[src/rtl/mio_pkg.sv]
// ---------------------------------------------------------------------------
// mio_pkg
//   Shared types and helpers for the memory/IO bus arbiter.
//   - state_t : sequencer states (IDLE, ACCESS, DONE)
//   - op_t    : latched command operation (NOP, READ, WRITE)
//   - VRAM_TOP3 / IO_TOP3 : address[31:29] patterns of the slow regions
//   - is_slow()   : true when an address falls in VRAM or IO space
//   - decode_op() : maps the we/re request pair onto an op_t
// ---------------------------------------------------------------------------
package mio_pkg;

    typedef enum logic [1:0] {
        ST_IDLE   = 2'd0,
        ST_ACCESS = 2'd1,
        ST_DONE   = 2'd2
    } state_t;

    typedef enum logic [1:0] {
        OP_NOP   = 2'd0,
        OP_READ  = 2'd1,
        OP_WRITE = 2'd2
    } op_t;

    // VRAM occupies c000_0000-dfff_ffff, IO occupies a000_0000-bfff_ffff.
    localparam logic [2:0] VRAM_TOP3 = 3'b110;
    localparam logic [2:0] IO_TOP3   = 3'b101;

    function automatic logic is_slow(input logic [31:0] addr);
        return (addr[31:29] == VRAM_TOP3) || (addr[31:29] == IO_TOP3);
    endfunction

    // A write request dominates a simultaneous read request.
    function automatic op_t decode_op(input logic we, input logic re);
        op_t op;
        if (we) begin
            op = OP_WRITE;
        end else if (re) begin
            op = OP_READ;
        end else begin
            op = OP_NOP;
        end
        return op;
    endfunction

endpackage

[src/rtl/mio_rr_pick.sv]
// ---------------------------------------------------------------------------
// mio_rr_pick
//   Purely combinational two-way picker used by mio_arbiter in IDLE.
//   Ports:
//     req[1:0]   in  : request vector, bit 0 = M0, bit 1 = M1
//     last_gnt   in  : master that completed the most recent transaction
//     fixed_prio in  : 1 = M0 always wins a conflict, 0 = round-robin
//     valid      out : at least one request present
//     gnt_id     out : index of the chosen master
// ---------------------------------------------------------------------------
module mio_rr_pick (
    input  logic [1:0] req,
    input  logic       last_gnt,
    input  logic       fixed_prio,
    output logic       valid,
    output logic       gnt_id
);

    always_comb begin
        valid  = |req;
        gnt_id = 1'b0;
        case (req)
            2'b10:   gnt_id = 1'b1;
            // Conflict: either fixed M0 priority, or hand the bus to the
            // master that did not own it last time.
            2'b11:   gnt_id = fixed_prio ? 1'b0 : ~last_gnt;
            default: gnt_id = 1'b0;
        endcase
    end

endmodule

[src/rtl/mio_arbiter.sv]
// ---------------------------------------------------------------------------
// mio_arbiter
//   Two-master arbiter and sequencer in front of the memory/IO bus decoder.
//   M0 is the CPU, M1 the DMA/text-scroll engine. One command is latched per
//   transaction, the bus strobes are driven in the last of 1+wait ACCESS
//   cycles, and the owning master gets a one-cycle ack in DONE.
//
//   Parameters:
//     WAIT_FAST  : extra ACCESS cycles for ordinary addresses
//     WAIT_SLOW  : extra ACCESS cycles for VRAM / IO addresses
//     FIXED_PRIO : 1 = M0 wins every conflict, 0 = round-robin
//
//   Ports:
//     clk, rst                 : clock, asynchronous active-high reset
//     mX_req/addr/wdata/we/re  : master X request and command (X = 0, 1)
//     mX_ack                   : master X one-cycle completion pulse
//     rdata                    : read data, updated only by READ transactions
//     mem_a, d_t_mem           : bus address / write data (0 outside ACCESS)
//     wmem, rmem               : bus write / read strobes (final ACCESS cycle)
//     d_f_mem                  : bus read data
//     busy                     : high in ACCESS and DONE
//     gnt_id                   : master owning the current/last transaction
// ---------------------------------------------------------------------------
module mio_arbiter
    import mio_pkg::*;
#(
    parameter int WAIT_FAST  = 0,
    parameter int WAIT_SLOW  = 2,
    parameter int FIXED_PRIO = 0
) (
    input  logic        clk,
    input  logic        rst,
    input  logic        m0_req,
    input  logic [31:0] m0_addr,
    input  logic [31:0] m0_wdata,
    input  logic        m0_we,
    input  logic        m0_re,
    input  logic        m1_req,
    input  logic [31:0] m1_addr,
    input  logic [31:0] m1_wdata,
    input  logic        m1_we,
    input  logic        m1_re,
    output logic        m0_ack,
    output logic        m1_ack,
    output logic [31:0] rdata,
    output logic [31:0] mem_a,
    output logic [31:0] d_t_mem,
    output logic        wmem,
    output logic        rmem,
    input  logic [31:0] d_f_mem,
    output logic        busy,
    output logic        gnt_id
);

    localparam int WAIT_MAX = (WAIT_FAST > WAIT_SLOW) ? WAIT_FAST : WAIT_SLOW;
    localparam int WCW      = (WAIT_MAX < 2) ? 1 : $clog2(WAIT_MAX + 1);

    localparam logic [WCW-1:0] WAIT_FAST_W = WCW'(WAIT_FAST);
    localparam logic [WCW-1:0] WAIT_SLOW_W = WCW'(WAIT_SLOW);
    localparam logic [WCW-1:0] WAIT_ONE_W  = WCW'(1);

    state_t         state_q,    state_d;
    logic [WCW-1:0] wait_cnt_q, wait_cnt_d;
    logic [31:0]    addr_q,     addr_d;
    logic [31:0]    wdata_q,    wdata_d;
    op_t            op_q,       op_d;
    logic           gnt_id_q,   gnt_id_d;
    logic           last_gnt_q, last_gnt_d;
    logic [31:0]    rdata_q,    rdata_d;

    logic           pick_valid;
    logic           pick_gnt;
    logic [31:0]    sel_addr;
    logic [31:0]    sel_wdata;
    logic           sel_we;
    logic           sel_re;

    mio_rr_pick u_pick (
        .req        ({m1_req, m0_req}),
        .last_gnt   (last_gnt_q),
        .fixed_prio (FIXED_PRIO != 0),
        .valid      (pick_valid),
        .gnt_id     (pick_gnt)
    );

    // Command of whichever master the picker selected this cycle.
    always_comb begin
        sel_addr  = pick_gnt ? m1_addr  : m0_addr;
        sel_wdata = pick_gnt ? m1_wdata : m0_wdata;
        sel_we    = pick_gnt ? m1_we    : m0_we;
        sel_re    = pick_gnt ? m1_re    : m0_re;
    end

    // Next-state logic
    always_comb begin
        state_d    = state_q;
        wait_cnt_d = wait_cnt_q;
        addr_d     = addr_q;
        wdata_d    = wdata_q;
        op_d       = op_q;
        gnt_id_d   = gnt_id_q;
        last_gnt_d = last_gnt_q;
        rdata_d    = rdata_q;

        unique case (state_q)
            ST_IDLE: begin
                if (pick_valid) begin
                    gnt_id_d   = pick_gnt;
                    addr_d     = sel_addr;
                    wdata_d    = sel_wdata;
                    op_d       = decode_op(sel_we, sel_re);
                    wait_cnt_d = is_slow(sel_addr) ? WAIT_SLOW_W : WAIT_FAST_W;
                    state_d    = ST_ACCESS;
                end
            end
            ST_ACCESS: begin
                // wait_cnt==0 marks the strobe cycle; read data is captured
                // at its closing edge so it is stable by the ack.
                if (wait_cnt_q == '0) begin
                    if (op_q == OP_READ) begin
                        rdata_d = d_f_mem;
                    end
                    state_d = ST_DONE;
                end else begin
                    wait_cnt_d = wait_cnt_q - WAIT_ONE_W;
                end
            end
            ST_DONE: begin
                // Round-robin history only advances on completed
                // transactions, so an abandoned access does not count.
                last_gnt_d = gnt_id_q;
                state_d    = ST_IDLE;
            end
            default: begin
                state_d = ST_IDLE;
            end
        endcase
    end

    // State registers
    always_ff @(posedge clk or posedge rst) begin
        if (rst) begin
            state_q    <= ST_IDLE;
            wait_cnt_q <= '0;
            addr_q     <= '0;
            wdata_q    <= '0;
            op_q       <= OP_NOP;
            gnt_id_q   <= 1'b0;
            last_gnt_q <= 1'b1;
            rdata_q    <= '0;
        end else begin
            state_q    <= state_d;
            wait_cnt_q <= wait_cnt_d;
            addr_q     <= addr_d;
            wdata_q    <= wdata_d;
            op_q       <= op_d;
            gnt_id_q   <= gnt_id_d;
            last_gnt_q <= last_gnt_d;
            rdata_q    <= rdata_d;
        end
    end

    // Outputs are decoded from registered state only, so an asynchronous
    // reset clears the strobes and bus lines without waiting for a clock.
    logic in_access;
    logic final_cycle;
    logic in_done;

    always_comb begin
        in_access   = (state_q == ST_ACCESS);
        final_cycle = in_access && (wait_cnt_q == '0);
        in_done     = (state_q == ST_DONE);

        mem_a   = in_access ? addr_q  : '0;
        d_t_mem = in_access ? wdata_q : '0;
        wmem    = final_cycle && (op_q == OP_WRITE);
        rmem    = final_cycle && (op_q == OP_READ);
        m0_ack  = in_done && !gnt_id_q;
        m1_ack  = in_done &&  gnt_id_q;
        busy    = in_access || in_done;
        gnt_id  = gnt_id_q;
        rdata   = rdata_q;
    end

endmodule

[config.mk]
export PLATFORM = sky130hd
export DESIGN_NAME = mio_arbiter
export DESIGN_NICKNAME = d
export VERILOG_FILES = /design/src/rtl/mio_pkg.sv /design/src/rtl/mio_rr_pick.sv /design/src/rtl/mio_arbiter.sv
export SDC_FILE = /design/constraint.sdc
export NUM_CORES = 1
export LEC_CHECK = 0
export BUFFER_PORTS_ARGS = -buffer_cell sky130_fd_sc_hd__buf_2
export CAP_MARGIN = 10
export CORE_ASPECT_RATIO = 0.5
export CORE_UTILIZATION = 49
export DETAILED_ROUTE_END_ITERATION = 10
export PLACE_DENSITY = 0.84
export SYNTH_ARGS = -nofsm -noshare
export SYNTH_HDL_FRONTEND = slang
export SYNTH_HIERARCHICAL = 1
export SYNTH_SLANG_ARGS = --single-unit
[constraint.sdc]
create_clock -name clk -period 6.06 [get_ports clk]
set_clock_uncertainty 0.1 [all_clocks]
set_input_delay 1.212 -clock clk [delete_from_list [all_inputs] [get_ports clk]]
set_output_delay 1.212 -clock clk [all_outputs]
set_load 0.005 [all_outputs]
-- Yosys cells after proc, flatten, opt, wreduce, memory -nomap -nowiden
Cells that the tools add are included.
- muxes and demuxes: 16
- reduce and logical (&&, ||, !) cells: 16
- add/sub/neg operators: 1
- bitwise gates (word level): 1
- equal/unequal tests: 11
- operators with widths (operator ; count):
    2-to-1 mux 32 bit ; 4
    2-to-1 mux 2 bit ; 6
    equality test 2 bit (second input constant) ; 4
    case mux 2 bit (2 select lines) ; 2
    equality test 3 bit (second input constant) ; 2
    AND reduction 3 bit ; 2
    logical AND 1 bit ; 5
    equality test 2 x 1 -> 1 bit (second input constant) ; 2
    logical NOT 2 bit ; 2
    != test 2 bit (second input constant) ; 2
    AND reduction 2 bit ; 2
    2-to-1 mux 1 bit ; 3
    logical OR 1 bit ; 2
    != test 2 x 1 -> 1 bit (second input constant) ; 1
    case mux 1 bit (2 select lines) ; 1
    nonzero test 2 bit ; 1
    OR reduction 2 bit ; 1
    subtractor 2 x 1 -> 2 bit (second input constant) ; 1
    logical NOT 1 bit ; 1
    NOT 1 bit ; 1
- output and inout bits: 102
- bits in registers: 104
- word-level logic and storage cells: 53
- input port bits: 168

-- Depth between registers and ports, before layout
Gate-level depths: netlist of run 1.
- word-level depth: 8
- gate-level depth with buffers: 8
- gate-level depth less buffers: 5

-- Hierarchy
The synthesis of run 1 kept the hierarchy.
- by module, submodules not included (module ; cells each ; seq. area each (µm²) ; area an instance (µm²) ; times used):
    mio_arbiter ; 476 ; 2603.7 ; 5238.8 ; 1
    mio_rr_pick ; 3 ; 0.0 ; 17.5 ; 1

-- Worst setup path before layout of run 1
Ideal clock, no wire load.
- path type: reg-to-output
- start: register state_q[1]
- end: output d_t_mem[23]
- cell stages (with the launch flop): 7
- arrival: 1.311 ns
- path buffers: 3
- required time: 4.748 ns
- slack: 3.437 ns
- path through: dfrtp_1 -> inv_1 -> ha_1 -> buf_4 -> buf_4 -> clkbuf_1 -> and2_1
- cells in the longest elaborated chain, start to end: 2
- RTL lines (what ; RTL line ; text):
    start, declared ; mio_arbiter.sv:62 ; state_t state_q, state_d;
    start signal, assigned ; mio_arbiter.sv:152 ; state_q <= state_d;
    equality test 2 x 1 -> 1 bit ; mio_arbiter.sv:170 ; in_access = (state_q == ST_ACCESS);
    2-to-1 mux 32 bit ; mio_arbiter.sv:175 ; d_t_mem = in_access ? wdata_q : '0;
    end, declared ; mio_arbiter.sv:47 ; output logic [31:0] d_t_mem,
No other way between the ends.

-- Final worst setup path of run 1
- start: register state_q[1]
- end: output wmem
- cells in the longest elaborated chain, start to end: 3
- RTL lines (what ; RTL line ; text):
    equality test 2 x 1 -> 1 bit ; mio_arbiter.sv:170 ;
    logical AND 1 bit ; mio_arbiter.sv:171 ; final_cycle = in_access && (wait_cnt_q == '0);
    logical AND 1 bit ; mio_arbiter.sv:176 ; wmem = final_cycle && (op_q == OP_WRITE);
    end, declared ; mio_arbiter.sv:48 ; output logic wmem,
No other way between the ends.

==> results of run 1 <==
==> sequential cells by signal, indices dropped and copies added (netlist names) <==
signal / flops
addr_q: 32
rdata: 32
wdata_q: 32
op_q: 2
state_q: 2
wait_cnt_q: 2
gnt_id: 1
last_gnt_q: 1
==> where the power goes <==
| group | switching (uW) | total [uW] | leakage [uW] | internal [uW] |
|---|---|---|---|---|
| clock network | 259 | 554 | 0.000141 | 296 |
| logic | 689 | 1450 | 0.00228 | 756 |
| registers | 179 | 1220 | 0.00117 | 1050 |
==> stage by stage <==
| step | area, sq um | cells | hold slack, ns | setup WS (ns) | power (uW) |
|---|---|---|---|---|---|
| floorplan | 5260 | 479 | 0.386 | 2.02 | 2160 |
| global placement | 6590 | 857 | 0.388 | 3.02 | 2630 |
| detailed placement | 6590 | 857 | 0.387 | 2.89 | 2700 |
| CTS | 6880 | 873 | 0.415 | 2.55 | 3270 |
| global route | 6880 | 873 | 0.428 | 2.38 | 3480 |
| finish | 6880 | 873 | 0.411 | 2.57 | 3220 |
==> layout make-up <==
cell class / instances / area [sq um]
Fill cell: 837 / 3430
Sequential cell: 104 / 2600
Multi-Input combinational cell: 333 / 2410
Timing Repair Buffer: 272 / 1370
Clock buffer: 10 / 239
Tap cell: 140 / 175
Clock inverter: 6 / 50.0
Inverter: 8 / 32.5
==> path summary, 6_finish.rpt <==
path / startpoint / endpoint / slack [ns] / cells after the start
max: state_q[1] / wmem / 2.57 / 6
min: rdata[22] / rdata[22] / 0.41 / 1
max reg2reg: state_q[1] / wdata_q[10] / 3.68 / 6
min reg2reg: rdata[22] / rdata[22] / 0.41 / 1
max in group asynchronous: rst / rdata[27] / 3.89 / 3
min in group asynchronous: rst / addr_q[26] / 0.86 / 2
==> layout by cell type (no fill, tap or decap), drive strengths merged, types with 3 or more instances in the layout <==
cell	instances
dfrtp	103
inv	11
ha	5
mux2	35
clkbuf	10
a21oi	68
mux2i	64
buf	272
nor2	69
and2	67
a31oi	3
nand2b	3
==> synth_stat cells (all sizes together) <==
master,count
a21o,1
a21oi,68
a31oi,3
a32oi,1
and2,67
and3,1
buf,28
clkbuf,6
conb,1
dfrtp,103
dfstp,1
ha,5
inv,8
mux2,35
mux2i,64
nand2,2
nand2b,3
nand4b,1
nor2,69
nor2b,2
nor3b,1
o21ai,1
o31a,1
o31ai,1
or2,2
or3,1
or3b,1
xnor2,2
==> kinds of logic (layout without fill, tap and decap cells) <==
family,Yosys count,in the layout
AND/OR/NAND/NOR,150,150
flip-flops,104,104
multiplexers,99,99
AO/OA/AOI/OAI,76,76
buffers and inverters,42,296
adder cells (fa/ha/maj),5,5
XOR/XNOR,2,2
other,1,1
==> per-layer routing <==
| layer | vias up | GRT usage [%] |
|---|---|---|
| li1 | 2112 | - |
| met1 | 1992 | 24.9 |
| met2 | 124 | 39.5 |
| met3 | 18 | 6.00 |
| met4 | 2 | 7.33 |
| met5 | - | 0 |
==> results.cfg, run 1 <==
[worst_setup_path]
cp_data_arrival_time_ns = 2.18
cp.required_ns = 4.75
critPathMaxStageDelay_ns = 0.47
cp_cell_sequence = inv_1 > ha_2 > buf_4 > nand2_1 > nor3b_1 > buf_2
cp_slowest_cell = buf_4
worst-path-buf-inv = 3
cp-start-kind = flop
cp_max_fo = 73
setup.worst_path.end_class = output pin
path_delay_family = buffers and inverters
crit_type = reg -> out

[sta]
finalSetupViolations = 0
period_minus_slack_ns = 3.49
tns_ns = 0
rsz0062_at_grt = no
fin_crit_sh_pct = 57.6
drv_slew = 0
hold_viol_final = 0
max_slew_margin_pct = 24.1
clock.fmax_mhz = 286
worstMarginPinSlew_ns = 1.14

[layout]
syn2layout_area_growth_pct = 30.9
insertedDiodeCount = 0
post-route-util_pct = 66.7
layout.nets = 901
drive_gt1_share_pct = 44.9

[synth]
synth-compound-area-share_pct = 7.55
ys_seq_elements = 104
ys_types = 31
avgSynthCellArea_sq_um = 11.0
netlist_area_sq_um = 5260
yosys_warnings = 6
ys_seq_area_share_pct = 49.5
synthDominantCellAreaShare_pct = 49.0
synth_simple_gate_area_share_pct = 14.9
synth_xor_xnor_area_share_pct = 0.333
synth_nets = 652
synthAdderAreaFrac_pct = 1.19
synth_mux_area_share_pct = 21.8
synth_top_family_by_area = multiplexers
synth_top_cell_by_area = dfrtp_1
yosys-top-cells-area = dfrtp_1 49%, mux2i_1 12%, mux2_4 8.3%, and2_1 8.0%, a21oi_1 6.5%
syn_inst = 479

[power_and_ir_drop]
vdd_ir_drop_max_mv = 0.231
p_leak_uw = 0.00360
p_per_area_nw_per_um2 = 468

[route]
dr.pass1.iters = 4
drc = 0
vias = 4248
dr.max_layer_used = met5
drt-met1-wl_um = 4920
drtAntennaViolNets = 0
wl_per_cell_um = 13.8
wl_met2_um = 6260
post_drt_via_cell_ratio = 4.87
met3_wirelength_um = 680
wirelength_um = 12100
drtIter0Drc = 178

[die]
fp.dieW_um = 148
ios = 270
die_h_um = 75.2
die-area_sq_um = 11200
start_util_pct = 51.0
core_sq_um = 10300
rows = 26

[global_routing]
grt-ovfl-total = 0
grt_pass1_wl_um = 18500
grt_max_degree = 77
grt_pass1_vias = 3979
grt_usage_pct = 21.5
antenna_found_initial = 1

[clock_network]
cts_resized = 0
cts-buffers-inserted = 9
cts_sinks = 104
path_clk_slew_ns = 0.07
cts_tree = built
cts_max_level = 3
cts_setup_buffers = 0
cts_buffer_depth = 2
clk_latency_ns = 0.34
cts_hold_buffers = 0
clock-root-buffer = clkbuf_16

[placed_design]
finalWeightedCongestion = 0.784
numPortBuffers = 269
place.detailed.hpwl_um = 8890

[run_status]
status = complete, no violations

[run]
cap_violations = 0

[worst_hold_path]
hold_path.class = reg -> reg
No activity file was read; power rests on OpenSTA's default activity.
==> run 2, diff against run 1 <==
Settings changed: ABC_AREA from default to 1, CORE_UTILIZATION 49 to 41, PLACE_DENSITY 0.84 to 0.76.
Clock period 6.06 ns to 3.04 ns, I/O delays scaled along.
==> run 2 against run 1 <==
Against the previous run: count of clock-buffer cells in the layout unchanged; sequential cell count unchanged; global-route usage decreased by 0.40 points; register-to-register slack got worse by 2.8 ns; worst setup slack got worse by 2.2 ns; combinational power increased by 97%; synthesized cell count increased by 48%; largest power group unchanged; sequential share of layout area decreased by 0.062 points; final area increased by 0.16%; hold slack got worse by 0.18 ns; core utilization decreased by 9.5 points; power increased by 100%.
==> results.cfg, run 2 <==
[route]
dr.pass1.iters = 4
wirelength_um = 13900
drtIter0Drc = 207
drc = 0
wl_per_cell_um = 12.4
post_drt_via_cell_ratio = 4.67
vias = 5263
drtAntennaViolNets = 0

[placed_design]
place.detailed.hpwl_um = 9910
place_area_sq_um = 6600
placed_cells = 1110
numPortBuffers = 269
finalWeightedCongestion = 0.809

[sta]
rsz0062_at_grt = no
hold_viol_final = 0
clock.fmax_mhz = 375
drv_slew = 0
max_slew_margin_pct = 52.7
fin_crit_sh_pct = 87.7
tns_ns = 0
worstMarginPinSlew_ns = 0.710
period_minus_slack_ns = 2.67
finalSetupViolations = 0

[die]
core_sq_um = 12100
rows = 28
die-area_sq_um = 13100
ios = 270
start_util_pct = 42.9
fp.dieW_um = 161
die_h_um = 81.4

[power_and_ir_drop]
p_per_area_nw_per_um2 = 933
p_leak_uw = 0.00410
vdd_ir_drop_max_mv = 0.473
power_uw = 6430

[global_routing]
grt_usage_pct = 21.1
grt_max_degree = 78
antenna_found_initial = 0
grt_pass1_wl_um = 22000
grt_pass1_vias = 4946
grt-ovfl-total = 0

[run]
cap_violations = 0

[layout]
final_cells = 1126
layout_common_cells = 269 x buf_2, 258 x nand2_1, 126 x a21oi_1, 103 x dfrtp_1, 82 x inv_1
insertedDiodeCount = 0
syn2layout_area_growth_pct = 33.3
design_area_sq_um = 6890
drive_gt1_share_pct = 31.7
layout.nets = 1129
layout_commonest_cell = buf_2

[synth]
yosys_warnings = 6
yosysMostFrequentCell = nand2_1
synth_edf_count = 0
ys_seq_elements = 104
synthFlopType = dfrtp_1
yosys-top-cells-area = dfrtp_1 50%, nand2_1 19%, a21oi_1 12%, inv_1 6.0%, nor2_1 5.1%
syn_inst = 707
async_reset_ff_share_pct = 100
synth_nets = 880
ys_types = 20
ys_seq_area_share_pct = 50.4
synth_common_cells = 260 x nand2_1, 126 x a21oi_1, 103 x dfrtp_1, 83 x inv_1, 70 x nor2_1
avgSynthCellArea_sq_um = 7.31
synth_top_cell_by_area = dfrtp_1
netlist_area_sq_um = 5170
synthDominantCellAreaShare_pct = 49.9

[worst_setup_path]
setup.worst_path.end_class = output pin
worst-path-buf-inv = 4
crit_path_frequent_cell = inv_1
reg2reg_slack_ns = 0.87
cp-start-kind = flop
cp_data_arrival_time_ns = 1.96
cp_max_fo = 68
r2r_end = state_q[0]
critPathMaxStageDelay_ns = 0.52
cp.required_ns = 2.33
cp_slowest_cell = buf_4
r2r_cells = 7
path_delay_family = buffers and inverters
reg2reg_from = state_q[1]
cp_cell_sequence = inv_1 > ha_2 > buf_4 > nand2_1 > inv_1 > buf_2
crit_type = reg -> out

[clock_network]
cts-buffers-inserted = 9
cts_sinks = 104
cts_resized = 0
cts_setup_buffers = 0
cts_max_level = 3
clock-root-buffer = clkbuf_16
cts_hold_buffers = 0
clk_latency_ns = 0.34
cts_tree = built
path_clk_slew_ns = 0.07
cts_buffer_depth = 2

[worst_hold_path]
hold_path.class = in -> async

[run_status]
status = complete, no violations
## run 2: layout make-up
cell class                      instances  area [sq um]
Sequential cell                       104          2600
Clock buffer                           10           239
Fill cell                            1131          5160
Timing Repair Buffer                  279          1450
Clock inverter                          6          51.3
Multi-Input combinational cell        475          2020
Inverter                               87           330
Tap cell                              165           206
## run 2: worst register-to-register path: cells and delay by family (launching register included)
family	cells	cell delay, ns
adder cells (fa/ha/maj)	1	0.19
AND/OR/NAND/NOR	1	0.08
buffers and inverters	3	0.79
flip-flops	1	0.41
AO/OA/AOI/OAI	2	0.51
## run 2: worst max path at each step
stage               slack (ns)  startpoint  cells after the start     endpoint
finish                    0.37  state_q[1]                      6  d_t_mem[26]
global route              0.22  state_q[1]                      6  d_t_mem[24]
CTS                       0.39  state_q[1]                      6     mem_a[9]
detailed placement        0.78  state_q[1]                      6     mem_a[9]
global placement          0.84  state_q[1]                      6    mem_a[31]
floorplan                 1.09         rst                      1    addr_q[0]
## run 2: routing by layer
| metal | vias up | routed length [um] | track usage [%] |
|---|---|---|---|
| li1 | 2643 | - | - |
| met1 | 2441 | 5900 | 24.2 |
| met2 | 149 | 7130 | 39.2 |
| met3 | 30 | 614 | 4.85 |
| met4 | 0 | 303 | 8.21 |
| met5 | - | 0 | 0 |
## run 2: metrics by stage
| stage | hold WS, ns | setup slack, ns | util (%) |
|---|---|---|---|
| after floorplan | 0.342 | 1.09 | - |
| after global routing | 0.281 | 0.220 | 57.2 |
| after CTS | 0.251 | 0.385 | 57.2 |
| after global placement | 0.351 | 0.842 | 54.8 |
| final | 0.235 | 0.374 | 57.2 |
| after detailed placement | 0.356 | 0.783 | 54.8 |
## run 2: cell families after synthesis
| kind of cell | Yosys count | synth area share (%) |
|---|---|---|
| buffers and inverters | 128 | 10.8 |
| and+or+nand+nor | 334 | 24.5 |
| other | 1 | 0.0725 |
| AOI/OAI and AO/OA | 135 | 13.1 |
| DFF | 104 | 50.4 |
| adders and majority gates | 5 | 1.21 |
## run 2: power by group
group | switching (uW) | total [uW] | internal, uW
logic | 1650 | 2850 | 1200
registers | 381 | 2470 | 2090
clock network | 526 | 1110 | 588
total | 2560 | 6430 | 3880
